$ cat config.mk
export PLATFORM = sky130hd
export DESIGN_NAME = i2c_byte_ctl
export DESIGN_NICKNAME = d
export VERILOG_FILES = /design/src/rtl/i2c_byte_ctl_pkg.sv /design/src/rtl/i2c_byte_ctl.sv
export SDC_FILE = /design/constraint.sdc
export NUM_CORES = 1
export LEC_CHECK = 0
export ABC_AREA = 1
export CAP_MARGIN = 0
export CORE_MARGIN = 8
export CORE_UTILIZATION = 55
export DETAILED_ROUTE_END_ITERATION = 7
export PLACE_DENSITY_LB_ADDON = 0.1
export SYNTH_ARGS = -nofsm -noshare
export SYNTH_HDL_FRONTEND = slang
export SYNTH_SLANG_ARGS = --single-unit
export TNS_END_PERCENT = 5
$ cat constraint.sdc
create_clock -name sysclk_i -period 3.4 [get_ports sysclk_i]
set_input_delay 0.68 -clock sysclk_i [delete_from_list [all_inputs] [get_ports sysclk_i]]
set_output_delay 0.68 -clock sysclk_i [all_outputs]
set_load 0.005 [all_outputs]
$ cat src/rtl/i2c_byte_ctl_pkg.sv
`default_nettype none
// ============================================================================
//  Module      : i2c_byte_ctl_pkg
//  Description : Shared definitions for the I2C byte sequencer: bit-controller
//                command codes, byte FSM state encoding and small helpers.
//  Revision    : 1.0 - initial release
// ============================================================================
package i2c_byte_ctl_pkg;

    // Bit-controller command codes (shared with i2c_bit_ctl)
    localparam logic [3:0] CMD_NOP   = 4'b0000;
    localparam logic [3:0] CMD_START = 4'b0001;
    localparam logic [3:0] CMD_STOP  = 4'b0010;
    localparam logic [3:0] CMD_WRITE = 4'b0100;
    localparam logic [3:0] CMD_READ  = 4'b1000;

    // Byte sequencer states
    typedef enum logic [2:0] {
        ST_IDLE  = 3'd0,
        ST_START = 3'd1,
        ST_WRITE = 3'd2,
        ST_READ  = 3'd3,
        ST_ACK   = 3'd4,
        ST_STOP  = 3'd5
    } byte_state_t;

    // First state of a new transfer, priority START > READ > WRITE > STOP
    function automatic byte_state_t first_state(input logic start,
                                                input logic read,
                                                input logic write,
                                                input logic stop);
        byte_state_t st;
        st = ST_IDLE;
        if (start)      st = ST_START;
        else if (read)  st = ST_READ;
        else if (write) st = ST_WRITE;
        else if (stop)  st = ST_STOP;
        return st;
    endfunction

    // Bit command issued on entry to a data/framing state
    function automatic logic [3:0] state_cmd(input byte_state_t st);
        logic [3:0] cmd;
        cmd = CMD_NOP;
        case (st)
            ST_START: cmd = CMD_START;
            ST_READ:  cmd = CMD_READ;
            ST_WRITE: cmd = CMD_WRITE;
            ST_STOP:  cmd = CMD_STOP;
            default:  cmd = CMD_NOP;
        endcase
        return cmd;
    endfunction

endpackage
`default_nettype wire

$ cat src/rtl/i2c_byte_ctl.sv
`default_nettype none
// ============================================================================
//  Module      : i2c_byte_ctl
//  Description : Byte-level I2C sequencer. Turns START/WRITE/READ/STOP byte
//                commands into a stream of bit-controller commands, shifts
//                data MSB-first, handles the ACK bit and reports completion,
//                arbitration loss and (optionally) bit-command timeout.
//  Options     : I2C_BYTE_CMD_TIMEOUT_EN - adds a 16-bit bit-command watchdog
//                limited by TIMEOUT_CYCLES.
//  Revision    : 1.0 - initial release
// ============================================================================
module i2c_byte_ctl
    import i2c_byte_ctl_pkg::*;
#(
    parameter int TIMEOUT_CYCLES = 65535
) (
    input  logic       sysclk_i,
    input  logic       reset_i,
    input  logic       enable_i,
    input  logic       start_i,
    input  logic       stop_i,
    input  logic       read_i,
    input  logic       write_i,
    input  logic       ack_in_i,
    input  logic [7:0] din_i,
    output logic       cmd_ack_o,
    output logic       ack_out_o,
    output logic [7:0] dout_o,
    output logic       al_o,
    output logic       timeout_o,
    output logic [3:0] bit_cmd_o,
    input  logic       bit_cmd_ack_i,
    output logic       bit_din_o,
    input  logic       bit_dout_i,
    input  logic       bit_arblost_i
);

    byte_state_t r_state;
    logic [3:0]  r_bit_cmd;
    logic        r_bit_din;
    logic        r_cmd_ack;
    logic        r_al;
    logic        r_timeout;
    logic        r_ack_out;
    logic [7:0]  r_dout;
    logic [7:0]  r_sr;
    logic [2:0]  r_cnt;
    logic        r_rd_byte;   // current byte is a read (selects ACK-phase direction)

    logic        w_any_cmd;
    byte_state_t w_first;
    logic        w_timeout_hit;

    assign w_any_cmd = start_i | read_i | write_i | stop_i;
    assign w_first   = first_state(start_i, read_i, write_i, stop_i);

`ifdef I2C_BYTE_CMD_TIMEOUT_EN
    localparam logic [15:0] c_wdog_limit = 16'(TIMEOUT_CYCLES - 1);

    logic [15:0] r_wdog;

    // An ack arriving on the limit cycle still counts as in time
    assign w_timeout_hit = (r_state != ST_IDLE) && !bit_cmd_ack_i &&
                           (r_wdog == c_wdog_limit);

    // Watchdog: restarts with every newly issued bit command, counts while one is outstanding
    always_ff @(posedge sysclk_i) begin
        if (reset_i || !enable_i || (r_state == ST_IDLE) || bit_cmd_ack_i ||
            bit_arblost_i || w_timeout_hit) begin
            r_wdog <= '0;
        end else begin
            r_wdog <= r_wdog + 16'd1;
        end
    end
`else
    logic w_unused_timeout_cfg;

    assign w_unused_timeout_cfg = ^32'(TIMEOUT_CYCLES);
    assign w_timeout_hit        = 1'b0;
`endif

    // Byte sequencer: one bit command outstanding at a time, advanced on each bit ack
    always_ff @(posedge sysclk_i) begin
        if (reset_i) begin
            r_state   <= ST_IDLE;
            r_bit_cmd <= CMD_NOP;
            r_bit_din <= 1'b0;
            r_cmd_ack <= 1'b0;
            r_al      <= 1'b0;
            r_timeout <= 1'b0;
            r_ack_out <= 1'b0;
            r_dout    <= 8'h00;
            r_sr      <= 8'h00;
            r_cnt     <= 3'd0;
            r_rd_byte <= 1'b0;
        end else begin
            r_cmd_ack <= 1'b0;
            r_al      <= 1'b0;
            r_timeout <= 1'b0;
            if (!enable_i) begin
                // Silent abort: no completion reported
                r_state   <= ST_IDLE;
                r_bit_cmd <= CMD_NOP;
                r_bit_din <= 1'b0;
            end else if ((r_state != ST_IDLE) && bit_arblost_i) begin
                // Arbitration loss only matters while a bit command is in flight
                r_state   <= ST_IDLE;
                r_bit_cmd <= CMD_NOP;
                r_bit_din <= 1'b0;
                r_cmd_ack <= 1'b1;
                r_al      <= 1'b1;
            end else if (w_timeout_hit) begin
                r_state   <= ST_IDLE;
                r_bit_cmd <= CMD_NOP;
                r_bit_din <= 1'b0;
                r_cmd_ack <= 1'b1;
                r_timeout <= 1'b1;
            end else begin
                case (r_state)
                    ST_IDLE: begin
                        if (w_any_cmd) begin
                            r_sr      <= din_i;
                            r_cnt     <= 3'd7;
                            r_state   <= w_first;
                            r_bit_cmd <= state_cmd(w_first);
                            r_bit_din <= (w_first == ST_WRITE) ? din_i[7] : 1'b0;
                            r_rd_byte <= (w_first == ST_READ);
                        end
                    end

                    ST_START: begin
                        if (bit_cmd_ack_i) begin
                            if (read_i) begin
                                r_state   <= ST_READ;
                                r_bit_cmd <= CMD_READ;
                                r_bit_din <= 1'b0;
                                r_rd_byte <= 1'b1;
                            end else if (write_i) begin
                                r_state   <= ST_WRITE;
                                r_bit_cmd <= CMD_WRITE;
                                r_bit_din <= r_sr[7];
                                r_rd_byte <= 1'b0;
                            end else if (stop_i) begin
                                r_state   <= ST_STOP;
                                r_bit_cmd <= CMD_STOP;
                                r_bit_din <= 1'b0;
                            end else begin
                                r_state   <= ST_IDLE;
                                r_bit_cmd <= CMD_NOP;
                                r_bit_din <= 1'b0;
                                r_cmd_ack <= 1'b1;
                            end
                        end
                    end

                    ST_WRITE, ST_READ: begin
                        if (bit_cmd_ack_i) begin
                            r_sr  <= {r_sr[6:0], bit_dout_i};
                            r_cnt <= r_cnt - 3'd1;
                            if (r_cnt == 3'd0) begin
                                r_state <= ST_ACK;
                                if (r_rd_byte) begin
                                    // Master drives ACK/NACK after a read
                                    r_bit_cmd <= CMD_WRITE;
                                    r_bit_din <= ack_in_i;
                                end else begin
                                    // Master samples slave ACK after a write
                                    r_bit_cmd <= CMD_READ;
                                    r_bit_din <= 1'b0;
                                end
                            end else begin
                                // Next data bit to drive is the one about to reach the MSB
                                r_bit_din <= r_rd_byte ? 1'b0 : r_sr[6];
                            end
                        end
                    end

                    ST_ACK: begin
                        if (bit_cmd_ack_i) begin
                            if (r_rd_byte) begin
                                r_dout <= r_sr;
                            end else begin
                                r_ack_out <= bit_dout_i;
                            end
                            r_bit_din <= 1'b0;
                            if (stop_i) begin
                                r_state   <= ST_STOP;
                                r_bit_cmd <= CMD_STOP;
                            end else begin
                                r_state   <= ST_IDLE;
                                r_bit_cmd <= CMD_NOP;
                                r_cmd_ack <= 1'b1;
                            end
                        end
                    end

                    ST_STOP: begin
                        if (bit_cmd_ack_i) begin
                            r_state   <= ST_IDLE;
                            r_bit_cmd <= CMD_NOP;
                            r_bit_din <= 1'b0;
                            r_cmd_ack <= 1'b1;
                        end
                    end

                    default: begin
                        r_state   <= ST_IDLE;
                        r_bit_cmd <= CMD_NOP;
                        r_bit_din <= 1'b0;
                    end
                endcase
            end
        end
    end

    assign cmd_ack_o = r_cmd_ack;
    assign ack_out_o = r_ack_out;
    assign dout_o    = r_dout;
    assign al_o      = r_al;
    assign timeout_o = r_timeout;
    assign bit_cmd_o = r_bit_cmd;
    assign bit_din_o = r_bit_din;

endmodule
`default_nettype wire

* After elaboration in Yosys (flattened, before gate mapping)
Cells that the tools add are included. Widths: inputs -> output; s select.
Storage, ports and cells: output and inout bits 17, bits of input ports 19, logic and storage cells 104, register bits after elaboration 31
Operators by class: equality and inequality tests 17, bitwise operators 6, reduce and logical (&&, ||, !) cells 16, muxes and demuxes 54, add/subtract/negate cells 1
Operator list (number):
- $mux 3 | 13
- $mux 4 | 8
- $mux 1 | 22
- $pmux 4 s5 | 1
- $mux 8 | 2
- $pmux 4 s4 | 1
- $pmux 8 s2 | 1
- $pmux 3 s5 | 1
- $reduce_and 5->1 | 3
- $eq 3x2->1 const B | 4
- $ne 2x2->1 const B | 6
- $reduce_and 6->1 | 2
- $eq 3x3->1 const B | 3
- $eq 3x1->1 const B | 2
- $logic_not 3->1 | 2
- $pmux 3 s2 | 1
- $reduce_or 2->1 | 3
- $pmux 1 s4 | 1
- $reduce_and 4->1 | 1
- $reduce_bool 2->1 | 2
- $ne 3x3->1 const B | 1
- $not 1->1 | 3
- $or 1x1->1 | 3
- $pmux 1 s3 | 1
- other kinds (7) | 7

* Logic depth before layout (Yosys ltp)
Gate-level depths: netlist (run 1).
depth in word-level cells 8, depth in mapped cells 10, mapped depth without buffers 10

* Worst setup path before layout (run 1)
Ideal clock, no wire load.
path type in2reg, start point input port read_i, end point register r_cnt[0], data arrival time 1.619 ns, stages 9, setup time 0.070 ns, buffers on the path 2, slack 1.710 ns, required time 3.330 ns, cell sequence buf_2 nor2_2 nand2_1 nor2_4 nor2_8 nand2_2 buf_4 nand2_1 a21oi_2
Between the ends: cells in the longest elaborated chain, start to end 5
RTL lines:
- start: declaration | RTL line i2c_byte_ctl.sv:22 | input logic read_i,
- $or 1x1->1 (3 in a row) | RTL line i2c_byte_ctl.sv:54 | assign w_any_cmd = start_i | read_i | write_i | stop_i;
- $ne 2x2->1 (no source line)
- $reduce_and 5->1 (no source line)
- end signal: assignment | RTL line i2c_byte_ctl.sv:159 | r_cnt <= r_cnt - 3'd1;
- end: declaration | RTL line i2c_byte_ctl.sv:47 | logic [2:0] r_cnt;
Every way passes these cells. A chain may end at the register's enable or synchronous reset.

* Final worst setup path (run 1)
start point input port read_i, end point register r_sr[3]
Between the ends: cells in the longest elaborated chain, start to end 5
RTL lines:
- $or 1x1->1 (3 in a row) | RTL line i2c_byte_ctl.sv:54
- $ne 2x2->1 (no source line)
- $reduce_and 5->1 (no source line)
- end signal: assignment | RTL line i2c_byte_ctl.sv:122 | r_sr <= din_i;
- end signal: assignment | RTL line i2c_byte_ctl.sv:158 | r_sr <= {r_sr[6:0], bit_dout_i};
- end: declaration | RTL line i2c_byte_ctl.sv:46 | logic [7:0] r_sr;
Every way passes these cells.

==> flow_metrics.env, run 1 <==
export IMPL_port_buffers=34
export IMPL_max_freq_ghz=0.5022
export IMPL_diodes=0
export IMPL_final_cell_count_no_fill=336
export IMPL_dpl_hpwl_mm=3.207
export IMPL_drt_iter0_drc=131
export IMPL_cts_root_buf="clkbuf_4"
export IMPL_wire_per_inst_um=12.60
export IMPL_io_pins=36
export IMPL_clkSinkCount=31
export IMPL_required_ns=3.60
export IMPL_design_area_sq_um=2216
export IMPL_synth_top_cell_area_share=0.3402
export IMPL_reg2reg_setup_slack_ns=1.64
export IMPL_crit_fanout=14
export IMPL_gp_congestion=0.8531
export IMPL_hold_class="flip-flop to flip-flop"
export IMPL_synthToLayoutAreaGrowth_pct=21.47
export IMPL_placed_area_sq_um=2130
export IMPL_yosysSeqAreaShare=0.3402
export IMPL_fin_nets=310
export IMPL_rsz0062_at_grt="false"
export IMPL_syn_area_sq_um=1824
export IMPL_initial_core_util=0.5599
export IMPL_ff2ff_path_depth=7
export IMPL_clockBufferDepth=2
export IMPL_syn_num_nets=278
export IMPL_core_sq_um=3258
export IMPL_avgSynthCellArea_sq_um=7.098
export IMPL_yosysTopAreaCell="dfxtp_1"
export IMPL_status="finished, final reports clean"
export IMPL_place_inst=328
export IMPL_final_hold_violation_count=0
export IMPL_power_density_nw_per_um2=440.5
export IMPL_setup_viol=0
export IMPL_r2r_start="r_state[1]$_SDFFE_PP0P_"
export IMPL_worst_setup_path_start_kind="primary input"
export IMPL_seq_area_sq_um=620.6
export IMPL_p_leak_uw=0.0009245
export IMPL_drc=0
export IMPL_hold_buffers=0
export IMPL_syn_inst=257
export IMPL_path_clk_slew_ns=0.10
export IMPL_ir_drop_mv=0.2637
export IMPL_skew_ns=0.01412
export IMPL_die_x_um=73.59
export IMPL_synth_cell_types=31
export IMPL_via_count=1730
export IMPL_critPathKind="primary input to flip-flop"
export IMPL_antenna_found_initial=0
export IMPL_totalWireLength_mm=4.234
export IMPL_utilization=0.6801
export IMPL_cts_max_level=2
export IMPL_ys_ff_latch=31
export IMPL_die_y_um=73.59
export IMPL_clk_latency_ns=0.34
export IMPL_grt_pass1_vias=1528
export IMPL_crit_end="r_sr[3]$_SDFFE_PP0P_"
export IMPL_fp_row_count=21
export IMPL_multi_input_area_sq_um=1017
export IMPL_cts_tree="done"
export IMPL_postCtsSetupBuffers=0
export IMPL_crit_start="read_i"
export IMPL_die_area_sq_um=5415
export IMPL_timing_final_crit_period_ns=1.991
export IMPL_grt_usage=0.1658
export IMPL_nFillCells=311
export IMPL_ant_nets=0
export IMPL_r2r_end="r_sr[3]$_SDFFE_PP0P_"
export IMPL_grt_pass1_wl_mm=6.969
export IMPL_worstMarginPinSlew_ns=0.6336
export IMPL_viasPerCell=5.149
export IMPL_worstPathArrival_ns=2.19
export IMPL_synth_top_cells_by_area="dfxtp_1, nand2_1, nand3_1, nor2_1, nand3_2"
export IMPL_cp_end_kind="flip-flop"
export IMPL_slew_headroom=0.5763
export IMPL_grt_max_degree=16
export IMPL_final_setup_tns_ns=0
export IMPL_overflow=0
export IMPL_cap_viol_max_count=0
export IMPL_hold_ws_ns=0.4674
export IMPL_cts_resized=0
export IMPL_drive_gt1_frac=0.1517
export IMPL_period_share=0.5857
export IMPL_synth_warning_count=0
export IMPL_drv_slew=0
export IMPL_dr_pass1_iters=4
export IMPL_cts_made_buffers=5
==> cells by family after synthesis <==
family                     synth area share
AOI/OAI and AO/OA                    0.1392
DFF                                  0.3402
buffers and inverters                0.1022
adders and majority gates           0.01372
other                              0.002056
and+or+nand+nor                      0.4026
==> worst max-delay path, stage by stage <==
cell and delay, ns:
clkdlybuf4s50_1 0.61, nor2_2 0.08, nand2_1 0.14, nor2_4 0.07, nor2_8 0.23, nand2_2 0.20, nand2_1 0.12, a21oi_2 0.05
==> per-layer routing <==
metal	track usage	part of all wire
met1	0.2235	0.48
met4	0.07761	0.016
met2	0.2421	0.43
met3	0.03547	0.082
met5	0	0
==> stage by stage <==
| step | power, uW | setup slack, ns |
|---|---|---|
| after floorplan | 619.0 | 1.710 |
| after global placement | 669.1 | 1.055 |
| after detailed placement | 669.0 | 1.052 |
| after CTS | 981.8 | 1.428 |
| after global routing | 1028 | 1.292 |
| final | 976.2 | 1.409 |
==> cell usage after synthesis <==
library cell	instances
buf_4	2
buf_12	1
nand4_1	2
dfxtp_1	31
a21oi_1	14
o21ai_2	2
nand3_2	10
conb_1	1
nor2_1	30
clkbuf_1	1
nor2_8	1
o21bai_1	1
buf_8	1
nand3_1	26
clkinv_1	1
ha_1	2
nand2_2	3
nand2_1	67
nor2_2	1
nor3_1	4
o21ai_0	13
buf_6	3
inv_1	19
inv_2	5
nor2_4	3
o211ai_1	1
nand2_4	1
nand3_4	1
buf_2	1
a21oi_4	1
a21oi_2	8
==> report_power, final <==
| part | total [uW] | switching (uW) | internal, uW |
|---|---|---|---|
| Clock | 313 | 139 | 174 |
| Combinational | 250 | 152 | 98.5 |
| Sequential | 413 | 25.0 | 388 |
==> state kept, by name (all words and copies together), names as in the netlist <==
name and cells:
dout_o 8, r_sr 8, bit_cmd_o 4, r_cnt 3
r_state 3, ack_out_o 1, al_o 1, bit_din_o 1
cmd_ack_o 1, r_rd_byte 1
==> worst min-delay path by stage <==
stage | endpoint | depth (start not counted) | startpoint | slack, ns
floorplan | r_sr[5]$_SDFFE_PP0P_ | 2 | r_sr[5]$_SDFFE_PP0P_ | 0.44
global placement | bit_cmd_o[0]$_SDFFE_PP0P_ | 2 | bit_cmd_o[0]$_SDFFE_PP0P_ | 0.45
detailed placement | bit_din_o$_SDFFE_PP0P_ | 2 | bit_din_o$_SDFFE_PP0P_ | 0.46
CTS | bit_din_o$_SDFFE_PP0P_ | 2 | bit_din_o$_SDFFE_PP0P_ | 0.47
global route | r_cnt[1]$_SDFFE_PP0P_ | 2 | r_cnt[1]$_SDFFE_PP0P_ | 0.50
finish | bit_cmd_o[0]$_SDFFE_PP0P_ | 2 | bit_cmd_o[0]$_SDFFE_PP0P_ | 0.47
==> cell type report <==
| class | count | share of cell area |
|---|---|---|
| multi-input cells | 192 | 0.4591 |
| repair buffers | 34 | 0.1536 |
| inverters | 25 | 0.04235 |
| clock inverters | 2 | 0.01581 |
| flip-flops and latches | 31 | 0.2801 |
| well taps | 46 | 0.02597 |
| clock buffers | 6 | 0.02315 |
==> layout by cell type, fill, tap and decap left out, drive strengths merged <==
| cell | n |
|---|---|
| o21bai | 1 |
| nand2 | 71 |
| bufinv | 1 |
| o21ai | 15 |
| nor3 | 4 |
| inv | 24 |
| nand4 | 2 |
| o211ai | 1 |
| nor2 | 35 |
| dfxtp | 31 |
| clkinv | 2 |
| nand3 | 37 |
| clkdlybuf4s50 | 34 |
| a21oi | 23 |
| ha | 2 |
| conb | 1 |
| clkbuf | 6 |
(Power assumes the default switching activity.)
==> run 2, diff against run 1 <==
--- a/config.mk
+++ b/config.mk
@@ -8,7 +8,7 @@
 export ABC_AREA = 1
 export CAP_MARGIN = 0
 export CORE_MARGIN = 8
-export CORE_UTILIZATION = 55
+export CORE_UTILIZATION = 51
 export DETAILED_ROUTE_END_ITERATION = 7
 export PLACE_DENSITY_LB_ADDON = 0.1
 export SYNTH_ARGS = -nofsm -noshare
==> constraint.sdc (replaced) <==
create_clock -name sysclk_i -period 2.04 [get_ports sysclk_i]
set_input_delay 0.408 -clock sysclk_i [delete_from_list [all_inputs] [get_ports sysclk_i]]
set_output_delay 0.408 -clock sysclk_i [all_outputs]
set_load 0.005 [all_outputs]
==> run 2 against run 1 <==
Compared with the run above:
- flip-flop and latch count unchanged
- global-route usage rose by 0.26 points
- sequential share of layout area is 0.65 points lower
- first-iteration DRC count down 6.1%
- total power rose by 69%
- routed wire length increased by 4.2%
- die area is 6.1% higher
- setup slack got worse by 1.1 ns
- final cell count is 2.1% higher
- non-clock buffer count increased by 7
- hold slack worse by 0.0051 ns
==> flow_metrics.env, run 2 (synthesis gave the netlist of run 1 again) <==
export IMPL_die_area_sq_um=5746
export IMPL_grt_pass1_wl_mm=7.410
export IMPL_utilization=0.6693
export IMPL_viasPerCell=5.020
export IMPL_initial_core_util=0.5382
export IMPL_overflow=0
export IMPL_hold_class="flip-flop to flip-flop"
export IMPL_crit_fanout=10
export IMPL_power_density_nw_per_um2=727.1
export IMPL_hold_buffers=0
export IMPL_rsz0062_at_grt="false"
export IMPL_totalWireLength_mm=4.410
export IMPL_nFillCells=313
export IMPL_clk_latency_ns=0.34
export IMPL_ir_drop_mv=0.3664
export IMPL_p_switching_uw=532.0
export IMPL_drt_iter0_drc=123
export IMPL_timing_final_crit_period_ns=1.707
export IMPL_ff2ff_path_depth=7
export IMPL_grt_pass1_vias=1630
export IMPL_die_y_um=75.81
export IMPL_grt_usage=0.1684
export IMPL_cap_viol_max_count=0
export IMPL_pwr_share_seq=0.418
export IMPL_cts_made_buffers=5
export IMPL_cp_end_kind="flip-flop"
export IMPL_diodes=0
export IMPL_clockPowerShare=0.314
export IMPL_p_leak_uw=0.0009574
export IMPL_drc=0
export IMPL_required_ns=2.30
export IMPL_fp_row_count=21
export IMPL_via_count=1722
export IMPL_status="finished, final reports clean"
export IMPL_ant_nets=0
export IMPL_hp_start="bit_cmd_o[0]$_SDFFE_PP0P_"
export IMPL_worstPathArrival_ns=1.97
export IMPL_critPathKind="flip-flop to flip-flop"
export IMPL_crit_start="r_state[2]$_SDFFE_PP0P_"
export IMPL_antenna_found_initial=0
export IMPL_pwr_share_comb=0.268
export IMPL_clockBufferDepth=2
export IMPL_core_sq_um=3390
export IMPL_fin_nets=317
export IMPL_cts_tree="done"
export IMPL_path_clk_slew_ns=0.11
export IMPL_gp_congestion=0.8829
export IMPL_drive_gt1_frac=0.1717
export IMPL_final_setup_tns_ns=0
export IMPL_grt_max_degree=16
export IMPL_r2r_start="r_state[2]$_SDFFE_PP0P_"
export IMPL_setup_ws_ns=0.3327
export IMPL_cts_max_level=2
export IMPL_mostFrequentLayoutCell="nand2_1"
export IMPL_wire_per_inst_um=12.86
export IMPL_die_x_um=75.81
export IMPL_cts_root_buf="clkbuf_4"
export IMPL_skew_ns=0.01978
export IMPL_synthToLayoutAreaGrowth_pct=24.35
export IMPL_drv_slew=0
export IMPL_max_freq_ghz=0.5857
export IMPL_setup_viol=0
export IMPL_period_share=0.8369
export IMPL_place_worst_setup_slack_ns=0.07738
export IMPL_sw_frac_of_total=0.3225
export IMPL_dpl_hpwl_mm=3.369
export IMPL_port_buffers=34
export IMPL_io_pins=36
export IMPL_layout_common_cells="nand2_1, clkdlybuf4s50_1, dfxtp_1"
export IMPL_dr_pass1_iters=4
export IMPL_holdPathStages=2
export IMPL_cts_resized=0
export IMPL_clkSinkCount=31
export IMPL_final_hold_violation_count=0
export IMPL_postCtsSetupBuffers=0
export IMPL_internal_power_uw=1117
export IMPL_worst_setup_path_start_kind="flip-flop"
[run 2: layout make-up]
class                           instances  area, sq um  area share
Multi-Input combinational cell        192         1017      0.4484
Sequential cell                        31        620.6      0.2736
Timing Repair Buffer                   41        392.9      0.1732
Inverter                               25        93.84     0.04137
Tap cell                               46        57.56     0.02537
Clock buffer                            6        51.30     0.02261
Clock inverter                          2        35.03     0.01544
[run 2: power by group through the flow]
stage | registers, uW | clock network [uW] | logic (uW)
2_1_floorplan | 688 | 0 | 344
3_3_place_gp | 702 | 0 | 434
3_5_place_dp | 702 | 0 | 438
4_1_cts | 688 | 533 | 441
5_1_grt | 695 | 553 | 493
6_report | 690 | 517 | 442
[run 2: worst paths after layout]
| check | to | slack [ns] |
|---|---|---|
| setup reg to reg | r_sr[7]$_SDFFE_PP0P_ | 0.33 |
| hold / removal | bit_cmd_o[0]$_SDFFE_PP0P_ | 0.46 |
| hold reg to reg | bit_cmd_o[0]$_SDFFE_PP0P_ | 0.46 |
| setup / recovery | r_sr[7]$_SDFFE_PP0P_ | 0.33 |
[run 2: critical path: stages (launching register included)]
cell	delay, ns
dfxtp_1	0.60
inv_2	0.20
nand3_4	0.15
nor2_4	0.06
nor2_8	0.18
buf_4	0.18
nand3_1	0.07
a21oi_1	0.17
[run 2: metrics by stage]
| stage | total power (uW) | instance area [sq um] | std cells | hold WS (ns) |
|---|---|---|---|---|
| floorplan | 1032 | 1824 | 257 | 0.4429 |
| global placement | 1137 | 2182 | 335 | 0.4494 |
| detailed placement | 1141 | 2182 | 335 | 0.4511 |
| CTS | 1663 | 2268 | 343 | 0.4661 |
| global route | 1742 | 2268 | 343 | 0.4873 |
| finish | 1649 | 2268 | 343 | 0.4623 |
[run 2: layer usage]
layer	up-vias	wire length, um	track usage
met5	-	0	0
met4	0	77	0.07676
li1	907	-	-
met3	7	297	0.03289
met2	46	1878	0.2414
met1	762	2156	0.2338
